`src/rtl/rv32i_types.sv`:
```
// Shared type package for the memory-side blocks of the RV32I core.
// Holds the memory port arbiter FSM state and the port identifier.
package rv32i_types;

  // Arbiter FSM: IDLE picks a port, BUSY_x owns the downstream memory,
  // DONE pulses the completion to the granted port.
  typedef enum logic [1:0] {
    IDLE   = 2'd0,
    BUSY_A = 2'd1,
    BUSY_B = 2'd2,
    DONE   = 2'd3
  } arb_state_t;

  // CPU-side port identifier; A = instruction port, B = data port.
  typedef enum logic {
    PORT_A = 1'b0,
    PORT_B = 1'b1
  } port_t;

endpackage

```
`src/rtl/register.sv`:
```
// Generic load-enabled register with asynchronous active-low clear.
// Ports:
//   clk   - rising-edge clock
//   rst_n - asynchronous active-low reset, clears q to 0
//   load  - when 1, q takes d on the next rising edge
//   d     - data in
//   q     - registered data out
module register #(
  parameter int WIDTH = 32
) (
  input  logic             clk,
  input  logic             rst_n,
  input  logic             load,
  input  logic [WIDTH-1:0] d,
  output logic [WIDTH-1:0] q
);

  // NOTE: every storage element here is a handful of flops, so all of them
  // get an async clear; a known value after reset is cheap and expected.
  always_ff @(posedge clk or negedge rst_n) begin
    if (!rst_n) begin
      q <= '0;
    end else if (load) begin
      // NOTE: non-blocking so every flop samples pre-edge values.
      q <= d;
    end
  end

endmodule

```
`src/rtl/mem_port_arbiter.sv`:
```
// Two-port memory arbiter: instruction port A (read only) and data port B
// (read/write) share one downstream memory with one transaction in flight.
// Ports:
//   clk, rst_n                 - clock, async active-low reset
//   read_a, address_a          - port A request and address (held until resp_a)
//   rdata_a, resp_a            - port A read data and one-cycle completion
//   read_b, write, address_b,
//   wdata, wmask               - port B request, address, write data, byte enables
//   rdata_b, resp_b            - port B read data and one-cycle completion
//   mem_read, mem_write,
//   mem_address, mem_wdata,
//   mem_wmask                  - downstream strobes and payload (holding regs only)
//   mem_rdata, mem_resp        - downstream read data and completion
// Parameter RR_EN: 1 = alternate on a tie, 0 = port B always wins a tie.
module mem_port_arbiter
  import rv32i_types::*;
#(
  parameter bit RR_EN = 1'b1
) (
  input  logic        clk,
  input  logic        rst_n,
  input  logic        read_a,
  input  logic [31:0] address_a,
  output logic [31:0] rdata_a,
  output logic        resp_a,
  input  logic        read_b,
  input  logic        write,
  input  logic [31:0] address_b,
  input  logic [31:0] wdata,
  input  logic [3:0]  wmask,
  output logic [31:0] rdata_b,
  output logic        resp_b,
  output logic        mem_read,
  output logic        mem_write,
  output logic [31:0] mem_address,
  output logic [31:0] mem_wdata,
  output logic [3:0]  mem_wmask,
  input  logic [31:0] mem_rdata,
  input  logic        mem_resp
);

  arb_state_t  state, state_next;
  port_t       last_grant;

  logic        pend_a, pend_b, grant, grant_b;
  logic        busy, cap_a, cap_b;
  logic [31:0] addr_d, addr_q, wdata_d, wdata_q;
  logic [3:0]  wmask_d, wmask_q;
  logic        op_write_d, op_write_q;

  assign pend_a = read_a;
  assign pend_b = read_b | write;

  // On a tie B wins unless round-robin is on and B was granted last.
  assign grant   = (state == IDLE) && (pend_a || pend_b);
  assign grant_b = pend_b && (!pend_a || !RR_EN || (last_grant == PORT_A));

  // Port A is read-only, so its write payload is zero. A simultaneous
  // read_b and write on port B is a write.
  always_comb begin
    // NOTE: defaults first so no path leaves a variable unassigned (no latch).
    addr_d     = address_a;
    wdata_d    = '0;
    wmask_d    = '0;
    op_write_d = 1'b0;
    if (grant_b) begin
      addr_d     = address_b;
      wdata_d    = wdata;
      wmask_d    = wmask;
      op_write_d = write;
    end
  end

  register #(.WIDTH(32)) u_addr_reg (
    .clk(clk), .rst_n(rst_n), .load(grant), .d(addr_d), .q(addr_q)
  );
  register #(.WIDTH(32)) u_wdata_reg (
    .clk(clk), .rst_n(rst_n), .load(grant), .d(wdata_d), .q(wdata_q)
  );
  register #(.WIDTH(4)) u_wmask_reg (
    .clk(clk), .rst_n(rst_n), .load(grant), .d(wmask_d), .q(wmask_q)
  );
  register #(.WIDTH(1)) u_op_reg (
    .clk(clk), .rst_n(rst_n), .load(grant), .d(op_write_d), .q(op_write_q)
  );

  // last_grant doubles as "port being served" through BUSY and DONE.
  always_ff @(posedge clk or negedge rst_n) begin
    if (!rst_n) begin
      state      <= IDLE;
      last_grant <= PORT_A;
    end else begin
      state <= state_next;
      if (grant) begin
        last_grant <= grant_b ? PORT_B : PORT_A;
      end
    end
  end

  always_comb begin
    state_next = state;
    unique case (state)
      IDLE: begin
        if (pend_a || pend_b) begin
          state_next = grant_b ? BUSY_B : BUSY_A;
        end
      end
      BUSY_A:  if (mem_resp) state_next = DONE;
      BUSY_B:  if (mem_resp) state_next = DONE;
      DONE:    state_next = IDLE;
      default: state_next = IDLE;
    endcase
  end

  // Read data is captured only for reads; a write leaves rdata_b as it was.
  assign cap_a = (state == BUSY_A) && mem_resp && !op_write_q;
  assign cap_b = (state == BUSY_B) && mem_resp && !op_write_q;

  register #(.WIDTH(32)) u_rdata_a_reg (
    .clk(clk), .rst_n(rst_n), .load(cap_a), .d(mem_rdata), .q(rdata_a)
  );
  register #(.WIDTH(32)) u_rdata_b_reg (
    .clk(clk), .rst_n(rst_n), .load(cap_b), .d(mem_rdata), .q(rdata_b)
  );

  // Downstream side is gated by BUSY so nothing leaks out in IDLE/DONE.
  assign busy        = (state == BUSY_A) || (state == BUSY_B);
  assign mem_read    = busy && !op_write_q;
  assign mem_write   = busy && op_write_q;
  assign mem_address = busy ? addr_q  : '0;
  assign mem_wdata   = busy ? wdata_q : '0;
  assign mem_wmask   = busy ? wmask_q : '0;

  assign resp_a = (state == DONE) && (last_grant == PORT_A);
  assign resp_b = (state == DONE) && (last_grant == PORT_B);

endmodule

```
`config.mk`:
```
export PLATFORM = sky130hd
export DESIGN_NAME = mem_port_arbiter
export DESIGN_NICKNAME = d
export VERILOG_FILES = /design/src/rtl/rv32i_types.sv /design/src/rtl/register.sv /design/src/rtl/mem_port_arbiter.sv
export SDC_FILE = /design/constraint.sdc
export NUM_CORES = 1
export LEC_CHECK = 0
export ABC_CLOCK_PERIOD_IN_PS = 1700
export CORE_MARGIN = 2
export CORE_UTILIZATION = 40
export DETAILED_ROUTE_END_ITERATION = 8
export PLACE_DENSITY = 0.74
export RECOVER_POWER = 100
export REMOVE_ABC_BUFFERS = 1
export SKIP_LAST_GASP = 1
export SYNTH_ARGS = -nofsm -noshare
export SYNTH_HDL_FRONTEND = slang
export SYNTH_HIERARCHICAL = 1
export SYNTH_SLANG_ARGS = --single-unit
```
`constraint.sdc`:
```
create_clock -name clk -period 1.7 [get_ports clk]
set_input_delay 0.51 -clock clk [delete_from_list [all_inputs] [get_ports clk]]
set_output_delay 0.51 -clock clk [all_outputs]
set_load 0.05 [all_outputs]
```
==> run summary <==
run status -> finished with violations
violations in the final reports -> setup timing
met2 track demand over resource in global routing -> 39.0%
TritonCTS clock tree -> built
count of standard-cell rows -> 48
dominant register cell in the synthesized netlist -> sky130_fd_sc_hd__dfrtp_1
count of distinct cell types in the synthesized netlist -> 24
portion of the clock cycle consumed by the worst path in the final layout -> 132%
post-synthesis async set-or-reset flop share -> 100%
critical path, cell by cell -> inv_2 > ha_4 > buf_12 > and2_1 > buf_12
Die Footprint -> 18,500 sq um
final layout net count -> 918
kind of critical path -> reg -> out
ranking of synthesized cells by area -> sky130_fd_sc_hd__dfrtp_1, sky130_fd_sc_hd__mux2_4, sky130_fd_sc_hd__and2_1, sky130_fd_sc_hd__mux2_2, sky130_fd_sc_hd__buf_12
overall die height -> 136 microns
standard cell core area -> 17,200 sq um
busiest layer in global routing -> met2
area taken by multi-input logic gates -> 3380 sq um
number of global-route vias before repair -> 5,514
Max-slew headroom -> 23.9%
Yosys warnings -> 6
final wirelength -> 22,000 microns
Final Core Density -> 66.8%
global placer's final weighted congestion -> 0.755
Reg-to-Reg End -> u_wdata_reg/q[8]$_DFFE_PN0P_
WL/cell -> 21.7 microns
CP endpoint kind -> primary output
worst reg2reg path depth -> 5
GR Util met1 -> 26.5%
largest fanout of any net on the critical path -> 22
number of buffers added on ports -> 273
worst stage delay on the critical path -> 390 ps
number of iterations in the first detailed-routing pass -> 4
Slew Limit Fails -> 0
kind of start point of the critical path -> flop
initial detailed-routing violation count -> 116
overall die width -> 136 microns
Req. time, crit path -> 1190 ps
maximum number of pins on one net before global-route repair -> 41
total clock sinks -> 136
H-tree depth -> 4
remaining routing DRC violations -> 0
share of post-route cells with drive strength above 1 -> 54.9%
total clock buffers created by CTS -> 17
register area -> 3400 sq um
type of the worst min-delay path -> in -> async
cell repeated most along the worst path -> sky130_fd_sc_hd__buf_12
time the final worst path needs with I/O delays and setup -> 2250 ps
launching point of the worst reg2reg path -> state[0]$_DFFE_PN0P_
most common library cells after synthesis -> sky130_fd_sc_hd__dfrtp_1, sky130_fd_sc_hd__mux2_4, sky130_fd_sc_hd__and2_1
Synth Instances -> 463
layout overhead on the synthesized area -> 65.0%
Peak Freq -> 0.444 GHz
total I/O pin count -> 274
antenna-violating nets left -> 0
GR met3 Demand/Resource -> 9.58%
Vias/cell -> 4.82
GR Overflow Total -> 0
fillcell total -> 1,198
Clk Latency, worst-skew pair -> 420 ps
synthesized cell area -> 6960 sq um
initial antenna violation count -> 2
endpoints failing hold -> 0
Crit-path slowest cell -> sky130_fd_sc_hd__dfrtp_1
share of the yosys chip area belonging to registers -> 48.9%
number of vias after detailed routing -> 4,886
Clock Pin Slew Worst Setup and Hold Paths -> 60 ps
post-layout worst setup margin -> -551 ps
transition time at the pin with the least slew margin -> 1140 ps
arrival time of data at the critical path endpoint -> 1740 ps
HPWL after DPL -> 14,800 microns
number of enable-type register cells in the synthesized netlist -> 0
Mean Syn Cell Area -> 15.0 sq um
Worst Setup Slack post-DPL -> -589 ps
register-to-register setup slack -> -90 ps
cell accounting for the most synthesized area -> sky130_fd_sc_hd__dfrtp_1
global-route wire length before repair -> 31,800 microns
cell chosen for the clock root -> sky130_fd_sc_hd__clkbuf_16
Post-Route Skew -> 6.84 ps
overall fraction of global-route tracks in use -> 22.9%
max-cap violation count -> 0
area share of the largest cell type after synthesis -> 48.9%
number of register bits inferred by synthesis -> 136
final setup violation count -> 124
maximum root-to-sink buffer count -> 2
top-count cell post-synth -> sky130_fd_sc_hd__dfrtp_1
starting density of the core -> 40.5%
unrepaired setup endpoints after global routing -> true
[placed cells by master, fill, tap and decap left out, types with 2 or more instances in the layout]
cell type,synthesis,routed
sky130_fd_sc_hd__inv_6,0,5
sky130_fd_sc_hd__ha_4,0,4
sky130_fd_sc_hd__and2_4,0,43
sky130_fd_sc_hd__clkdlybuf4s50_1,0,133
sky130_fd_sc_hd__buf_4,1,15
sky130_fd_sc_hd__a21boi_0,2,2
sky130_fd_sc_hd__inv_2,0,2
sky130_fd_sc_hd__bufinv_16,0,3
sky130_fd_sc_hd__inv_1,4,2
sky130_fd_sc_hd__buf_2,0,5
sky130_fd_sc_hd__clkbuf_1,10,5
sky130_fd_sc_hd__buf_12,12,81
sky130_fd_sc_hd__nor3b_4,0,2
sky130_fd_sc_hd__and2_1,106,63
sky130_fd_sc_hd__buf_16,0,3
sky130_fd_sc_hd__clkbuf_4,0,2
sky130_fd_sc_hd__dlygate4sd2_1,0,3
sky130_fd_sc_hd__mux2_2,42,36
sky130_fd_sc_hd__mux2_1,2,3
sky130_fd_sc_hd__buf_8,0,2
sky130_fd_sc_hd__dfrtp_1,136,135
sky130_fd_sc_hd__mux2_4,121,126
sky130_fd_sc_hd__buf_6,7,10
sky130_fd_sc_hd__diode_2,0,2
sky130_fd_sc_hd__clkbuf_2,1,62
sky130_fd_sc_hd__nor2b_4,0,2
sky130_fd_sc_hd__clkinvlp_4,0,4
sky130_fd_sc_hd__clkbuf_16,0,21
[critical path: cells and delay by family (launching register included)]
family                     cells  cell delay [ps]
adders and majority gates      1              340
buffers and inverters          3              390
and+or+nand+nor                1              190
DFF                            1              390
[sequential cells by signal, summed over array words and instances, names as in the netlist]
| register | cells |
|---|---|
| last_grant | 1 |
| state | 2 |
| u_addr_reg/q | 32 |
| u_op_reg/q | 1 |
| u_rdata_a_reg/q | 32 |
| u_rdata_b_reg/q | 32 |
| u_wdata_reg/q | 32 |
| u_wmask_reg/q | 4 |
[metal layers]
layer / wire length (microns) / vias up / part of all wire (%)
met1: 8610 / 2461 / 39
met3: 1890 / 14 / 8.6
met2: 11300 / 213 / 51
met4: 226 / 0 / 1.0
li1: - / 2198 / -
met5: 0 / - / 0
[logic make-up (layout without fill, tap and decap cells)]
| kind of cell | Yosys count | after routing | share of synthesized area (%) |
|---|---|---|---|
| other | 0 | 2 | 0 |
| adders and majority gates | 5 | 5 | 0.899 |
| AOI/OAI and AO/OA | 9 | 9 | 1.24 |
| buffers and inverters | 35 | 359 | 5.52 |
| and+or+nand+nor | 113 | 113 | 10.2 |
| muxes | 165 | 165 | 33.2 |
| DFF | 136 | 136 | 48.9 |
[area by class of cell]
class / count / share of cell area, %
multi-input cells: 292 / 29.5
inverters: 4 / 0.131
clock inverters: 12 / 1.43
flip-flops and latches: 136 / 29.7
well taps: 225 / 2.45
clock buffers: 19 / 3.86
repair buffers: 324 / 33.0
diodes: 2 / 0.0436
[metrics by stage]
stage                     instances  hold slack [ps]  setup TNS (ps)  instance area, sq um
after global routing           1014              371          -48670                 11500
after CTS                      1005             19.1          -37640                 12300
after detailed placement        967              460          -65790                 11400
final                          1014              312          -39090                 11500
after floorplan                 432              214         -399280                  6590
after global placement          967              456          -59880                 11400
[worst max path at each step]
stage	endpoint	slack [ps]	cells past startpoint	from
6_report	mem_address[5]	-550	5	state[0]$_DFFE_PN0P_
5_1_grt	mem_wdata[3]	-640	5	state[0]$_DFFE_PN0P_
4_1_cts	mem_wdata[4]	-550	5	state[1]$_DFFE_PN0P_
3_5_place_dp	u_addr_reg/q[29]$_DFFE_PN0P_	-590	5	write
3_3_place_gp	u_addr_reg/q[31]$_DFFE_PN0P_	-540	5	write
2_1_floorplan	u_rdata_b_reg/q[29]$_DFFE_PN0P_	-3230	4	state[0]$_DFFE_PN0P_
[timing repair]
action	CTS	global route
gates cloned	4	5
endpoints found under the setup margin	129	146
hold buffers	0	0
pin swaps	2	2
resized for setup	46	41
setup buffers	3	3
Power is not shown: default switching activity piles up to over one toggle a cycle in this logic, so the estimate is an artifact.
